<file path="config.mk">
export PLATFORM = sky130hd
export DESIGN_NAME = mips_mem_port
export DESIGN_NICKNAME = d
export VERILOG_FILES = /design/src/rtl/mips_mem_port.sv
export SDC_FILE = /design/constraint.sdc
export NUM_CORES = 1
export LEC_CHECK = 0
export CAP_MARGIN = 5
export CORE_AREA = 3 3 130 107
export CTS_CLUSTER_SIZE = 25
export DETAILED_ROUTE_END_ITERATION = 10
export DIE_AREA = 0 0 133 110
export GPL_TIMING_DRIVEN = 1
export PLACE_DENSITY = 0.83
export SYNTH_ARGS = -nofsm -noshare
export SYNTH_HDL_FRONTEND = slang
export SYNTH_SLANG_ARGS = --single-unit
</file>
<file path="constraint.sdc">
create_clock -name clk -period 4.46 [get_ports clk]
set_input_delay 0.892 -clock clk [delete_from_list [all_inputs] [get_ports clk]]
set_output_delay 0.892 -clock clk [all_outputs]
set_load 0.1 [all_outputs]
</file>
<file path="src/rtl/mips_mem_port.sv">
// Memory-access stage for the multicycle MIPS decoder: turns IorD/IRwrite/memwrite
// into req/ack transactions, owns the instruction and data registers, stalls the decoder.
module mips_mem_port #(
  parameter int unsigned DATA_W   = 32,
  parameter int unsigned MAX_WAIT = 15
) (
  input  logic              clk,
  input  logic              reset_n,
  input  logic              IorD,
  input  logic              IRwrite,
  input  logic              memwrite,
  input  logic [DATA_W-1:0] pc,
  input  logic [DATA_W-1:0] aluout,
  input  logic [DATA_W-1:0] writedata,
  output logic [DATA_W-1:0] instr,
  output logic [DATA_W-1:0] data,
  output logic              stall,
  output logic              err,
  output logic              mem_req,
  output logic              mem_we,
  output logic [DATA_W-1:0] mem_addr,
  output logic [DATA_W-1:0] mem_wdata,
  input  logic [DATA_W-1:0] mem_rdata,
  input  logic              mem_ack
);

  localparam int unsigned CNT_W = $clog2(MAX_WAIT + 1);

  typedef enum logic [1:0] {IDLE, REQ, DONE} state_t;

  state_t           state, next_state;
  logic [CNT_W-1:0] wait_cnt;
  logic             fetch;
  logic             start;
  logic             timeout;

  assign start   = IRwrite | IorD;
  // Fires on the MAX_WAIT-th REQ cycle without an ack; an ack in that cycle still wins.
  assign timeout = (state == REQ) && !mem_ack && (wait_cnt == CNT_W'(MAX_WAIT - 1));

  always_ff @(posedge clk or negedge reset_n) begin
    if (!reset_n) state <= IDLE;
    else          state <= next_state;
  end

  always_comb begin
    next_state = state;
    stall      = 1'b0;
    unique case (state)
      IDLE: begin
        stall = start & reset_n;
        if (start) next_state = REQ;
      end
      REQ: begin
        stall = 1'b1;
        if (mem_ack || timeout) next_state = DONE;
      end
      DONE:    next_state = IDLE;
      default: next_state = IDLE;
    endcase
  end

  always_ff @(posedge clk or negedge reset_n) begin
    if (!reset_n) begin
      instr     <= '0;
      data      <= '0;
      err       <= 1'b0;
      mem_req   <= 1'b0;
      mem_we    <= 1'b0;
      mem_addr  <= '0;
      mem_wdata <= '0;
      wait_cnt  <= '0;
      fetch     <= 1'b0;
    end else begin
      unique case (state)
        IDLE: begin
          if (start) begin
            mem_addr  <= IorD ? aluout : pc;
            mem_we    <= memwrite;
            mem_wdata <= writedata;
            mem_req   <= 1'b1;
            wait_cnt  <= '0;
            fetch     <= IRwrite;
          end
        end
        REQ: begin
          if (mem_ack) begin
            if (!mem_we) begin
              if (fetch) instr <= mem_rdata;
              else       data  <= mem_rdata;
            end
            mem_req <= 1'b0;
            mem_we  <= 1'b0;
          end else if (timeout) begin
            err     <= 1'b1;
            mem_req <= 1'b0;
            mem_we  <= 1'b0;
          end else begin
            wait_cnt <= wait_cnt + CNT_W'(1);
          end
        end
        default: ;
      endcase
    end
  end

endmodule

</file>
=== Yosys cells after proc, flatten, opt, wreduce, memory -nomap -nowiden ===
Index checks and enable logic that the tools add are counted.
Widths: inputs -> output; s select.

* Memory bits (read-only): 0
* Flip-flop bits (word level): 138
* Input bits: 134
* Output and inout bits: 132
* Bits in latches: 0
* Bits in writable memories: 0
* Logic and storage cells: 51
* Memories: 0

* Order comparisons: 0
* Divide/modulo/power cells: 0
* Bitwise operators: 5
* Multiply operators: 0
* Equal/unequal tests: 7
* $add $sub $neg: 1
* Reduce and logical (&&, ||, !) cells: 13
* Muxes and demuxes: 15
* Shift operators: 0

{| class="wikitable"
|+ Operator list
! kind !! number
|-
| $mux 32 || 1
|-
| $mux 4 || 3
|-
| $reduce_and 4->1 || 3
|-
| $pmux 4 s2 || 1
|-
| $ne 2x2->1 const B || 3
|-
| $pmux 1 s2 || 3
|-
| $reduce_and 3->1 || 2
|-
| $add 4x1->4 const B || 1
|-
| $eq 4x4->1 const B || 1
|-
| $mux 1 || 4
|-
| $mux 2 || 2
|-
| $pmux 2 s2 || 1
|-
| $reduce_and 2->1 || 2
|-
| $ne 3x3->1 const B || 1
|-
| $not 1->1 || 3
|-
| $eq 2x1->1 const B || 1
|-
| $logic_and 1x1->1 || 2
|-
| $logic_not 2->1 || 1
|-
| $ne 2x1->1 const B || 1
|-
| $reduce_bool 2->1 || 1
|-
| $and 1x1->1 || 1
|-
| $logic_not 1->1 || 1
|-
| $logic_or 1x1->1 || 1
|-
| $or 1x1->1 || 1
|}

=== Logic depth before layout (Yosys ltp) ===
* Word-level depth: 6
* Gate-level depth with buffers: 5
* Gate-level depth less buffers: 5

=== Least setup slack after synthesis ===
OpenSTA, ideal clock, no wires.

* Path kind: input to output
* Start: input IorD
* End: output stall
* Stages: 4
* Path buffers: 2
* Setup slack: 0.623 ns
* Arrival time: 2.945 ns
* Data required time: 3.568 ns
* Cells stage by stage: buf_2 -> buf_2 -> o21ai_0 -> a21oi_1

* Cells in the longest elaborated chain, start to end: 3

{| class="wikitable"
|+ RTL lines
! element !! line !! text
|-
| from (decl) || 9 || <nowiki>input logic IorD,</nowiki>
|-
| $or 1x1->1 || 37 || <nowiki>assign start = IRwrite | IorD;</nowiki>
|-
| $and 1x1->1 || 51 || <nowiki>stall = start & reset_n;</nowiki>
|-
| $pmux 1 s2 || 49 || <nowiki>unique case (state)</nowiki>
|-
| to (decl) || 17 || <nowiki>output logic stall,</nowiki>
|}

Every way passes these cells.

=== Worst setup path in the final report ===
* Start: input IRwrite
* End: output stall

* Cells in the longest elaborated chain, start to end: 3

{| class="wikitable"
|+ RTL lines
! element !! line !! text
|-
| from (decl) || 10 || <nowiki>input logic IRwrite,</nowiki>
|-
| $or 1x1->1 || 37 ||
|-
| $and 1x1->1 || 51 ||
|-
| $pmux 1 s2 || 49 ||
|}

Every way passes these cells.

==> impl_metrics.ini <==
[clocking]
cts_tree = yes
cts_buffer_depth = 2
clock-sinks = 138
htree_num_levels = 4
path_clk_slew_ns = 0.06
ctsResizeCount = 0
cts_setup_buffers = 0
root_buffer = clkbuf_16
numCtsBuffers = 17
cts_hold_buf = 0
insertion_delay_ns = 0.41

[logic_synthesis]
synth-xor-area-share_pct = 0
ys_ff_latch = 138
synth-edff-count = 0
synth_warnings = 0
synth_compound_area_share_pct = 7.30
ys_async_sr_fraction_pct = 100
synth_cell_types = 30
synth-simple-area-share_pct = 1.97
synth.area.mux_share_pct = 25.6
yosys.area_share.adder_pct = 0.448
syn_area_um2 = 5590
synth.avg_cell_area_um2 = 14.0
yosysSeqAreaShare_pct = 61.8
synth_top_family_by_area = multiplexers
syn_inst = 398
syn_nets = 534
synth_ff_type = dfrtp_1

[placement]
place.port_buffers = 265
place_inst = 819
dp_hpwl_mm = 11.3
routabilityCongestion = 0.769

[final_layout]
final_common_cell = clkdlybuf4s50_1
num-nets-final = 799
final_util_pct = 70.9
n_antenna_cell = 0
n_fill_cell = 816
synthToLayoutAreaGrowth_pct = 61.5
seqCellArea_um2 = 3450
final_cells = 851
multi_input_area_um2 = 1990
layout_common_cells = 262 x clkdlybuf4s50_1, 138 x dfrtp_1, 66 x o21ai_0, 64 x mux2_2, 35 x mux2i_1
drive_gt1_share_pct = 15.8

[detailed_routing]
wl_mm = 15.3
routedWlPerCell_um = 18.0
viasPerCell = 5.01
met1_length_mm = 5.90
dr_total_vias = 4267
antenna_left = 0
wl_met3_mm = 1.39
drc = 0
met2_length_mm = 7.80
dr.pass1.iters = 4
top_layer = met4
first_iter_violations = 194

[timing]
setup_tns_ns = 0
hold_viol = 0
rsz0062_at_grt = no
fin_crit_ns = 3.02
tightest_slew_ns = 1.22
fin_skew_ns = 0.00939
slew_headroom_pct = 18.4
finalSetupViolCount = 0
min_period_over_period_pct = 67.6
slew_violations = 0
fmax_ghz = 0.331

[grt]
antenna_found_initial = 0
grt_pass1_vias = 4600
grt_pass1_wl_mm = 23.8
overflow = 0
grt_max_degree = 75
grtUsageTotal_pct = 20.9

[die]
die_y_um = 110
die_area_um2 = 14600
io_pins = 266
initial_core_util_pct = 43.9
core-area_um2 = 12700
die_w_um = 133
rows = 37

[min_path]
hold_class = input pin to async pin

[setup_path]
reg2reg_depth = 4
worstPathRequired_ns = 3.57
start_kind = input pin
worstPathArrival_ns = 2.12
critPathSlowestCell = clkdlybuf4s50_1
r2r_start = state[1]
cp-end-kind = output port
crit_path_cell_trace = clkdlybuf4s50_1, o21ai_0, a21oi_1, buf_4
worstSetupPathType = input pin to output port
slowest_delay_ns = 0.61
rrSetupSlack_ns = 2.62
cp_max_fo = 4
r2r_end = data[12]

[flow_run]
maxCapViolCount = 0

[run_status]
status = complete, no violations
[through the flow]
stage          hold slack (ns)  worst slack, ns  area, µm²
4_1_cts                  0.470             1.45       9020
6_report                 0.448             1.44       9020
2_1_floorplan            0.488            0.623       5590
3_5_place_dp             0.475             1.39       8370
5_1_grt                  0.481             1.40       9020
3_3_place_gp             0.465             1.45       8370
[registers in the layout, summed over array words and instances, names as in the netlist]
signal     count
mem_we         1
instr         32
err            1
mem_wdata     32
mem_addr      32
fetch          1
mem_req        1
wait_cnt       4
data          32
state          2
[routing by layer]
metal | GRT usage [%] | up-vias
met5 | 0 | -
met4 | 5.34 | 0
met3 | 8.85 | 13
met2 | 36.1 | 175
met1 | 24.4 | 2124
li1 | - | 1955
[how the worst max path moves through the flow]
stage	endpoint	slack [ns]	startpoint
final	stall	1.44	IRwrite
after global routing	stall	1.40	reset_n
after CTS	stall	1.45	IRwrite
after detailed placement	mem_wdata[5]	1.39	IRwrite
after global placement	stall	1.45	IRwrite
after floorplan	stall	0.62	IorD
[cells in the mapped netlist, types with 2 or more instances]
cell / count / area, µm²
o21ai_0: 66 / 330
mux2_1: 32 / 360
o21ai_1: 3 / 15.0
dfrtp_1: 138 / 3450
nand2_1: 4 / 15.0
buf_6: 3 / 33.8
mux2_2: 64 / 721
inv_1: 5 / 18.8
mux2i_1: 35 / 350
a31oi_1: 2 / 12.5
nor2_1: 5 / 18.8
nand3_1: 3 / 15.0
buf_4: 3 / 22.5
buf_2: 10 / 50.1
ha_1: 2 / 25.0
clkbuf_1: 9 / 33.8
[cell families after synthesis]
logic type,Yosys count
buf+inv,30
compound gates,77
mux,131
simple gates,20
flops,138
fa+ha+maj,2
[critical path: cells and delay by family]
| kind | cells | cell delay [ns] |
|---|---|---|
| compound gates | 2 | 0.31 |
| buf+inv | 2 | 0.92 |
[final cells by class]
cell class              instances  share of cell area (%)
inverters                       5                   0.208
clock buffers                  19                    4.80
repair buffers                271                    29.8
clock inverters                13                    2.39
well taps                     175                    2.43
multi-input cells             230                    22.1
flip-flops and latches        138                    38.3
Power is not shown: default switching activity piles up to over one toggle a cycle in this logic, so the estimate is an artifact.
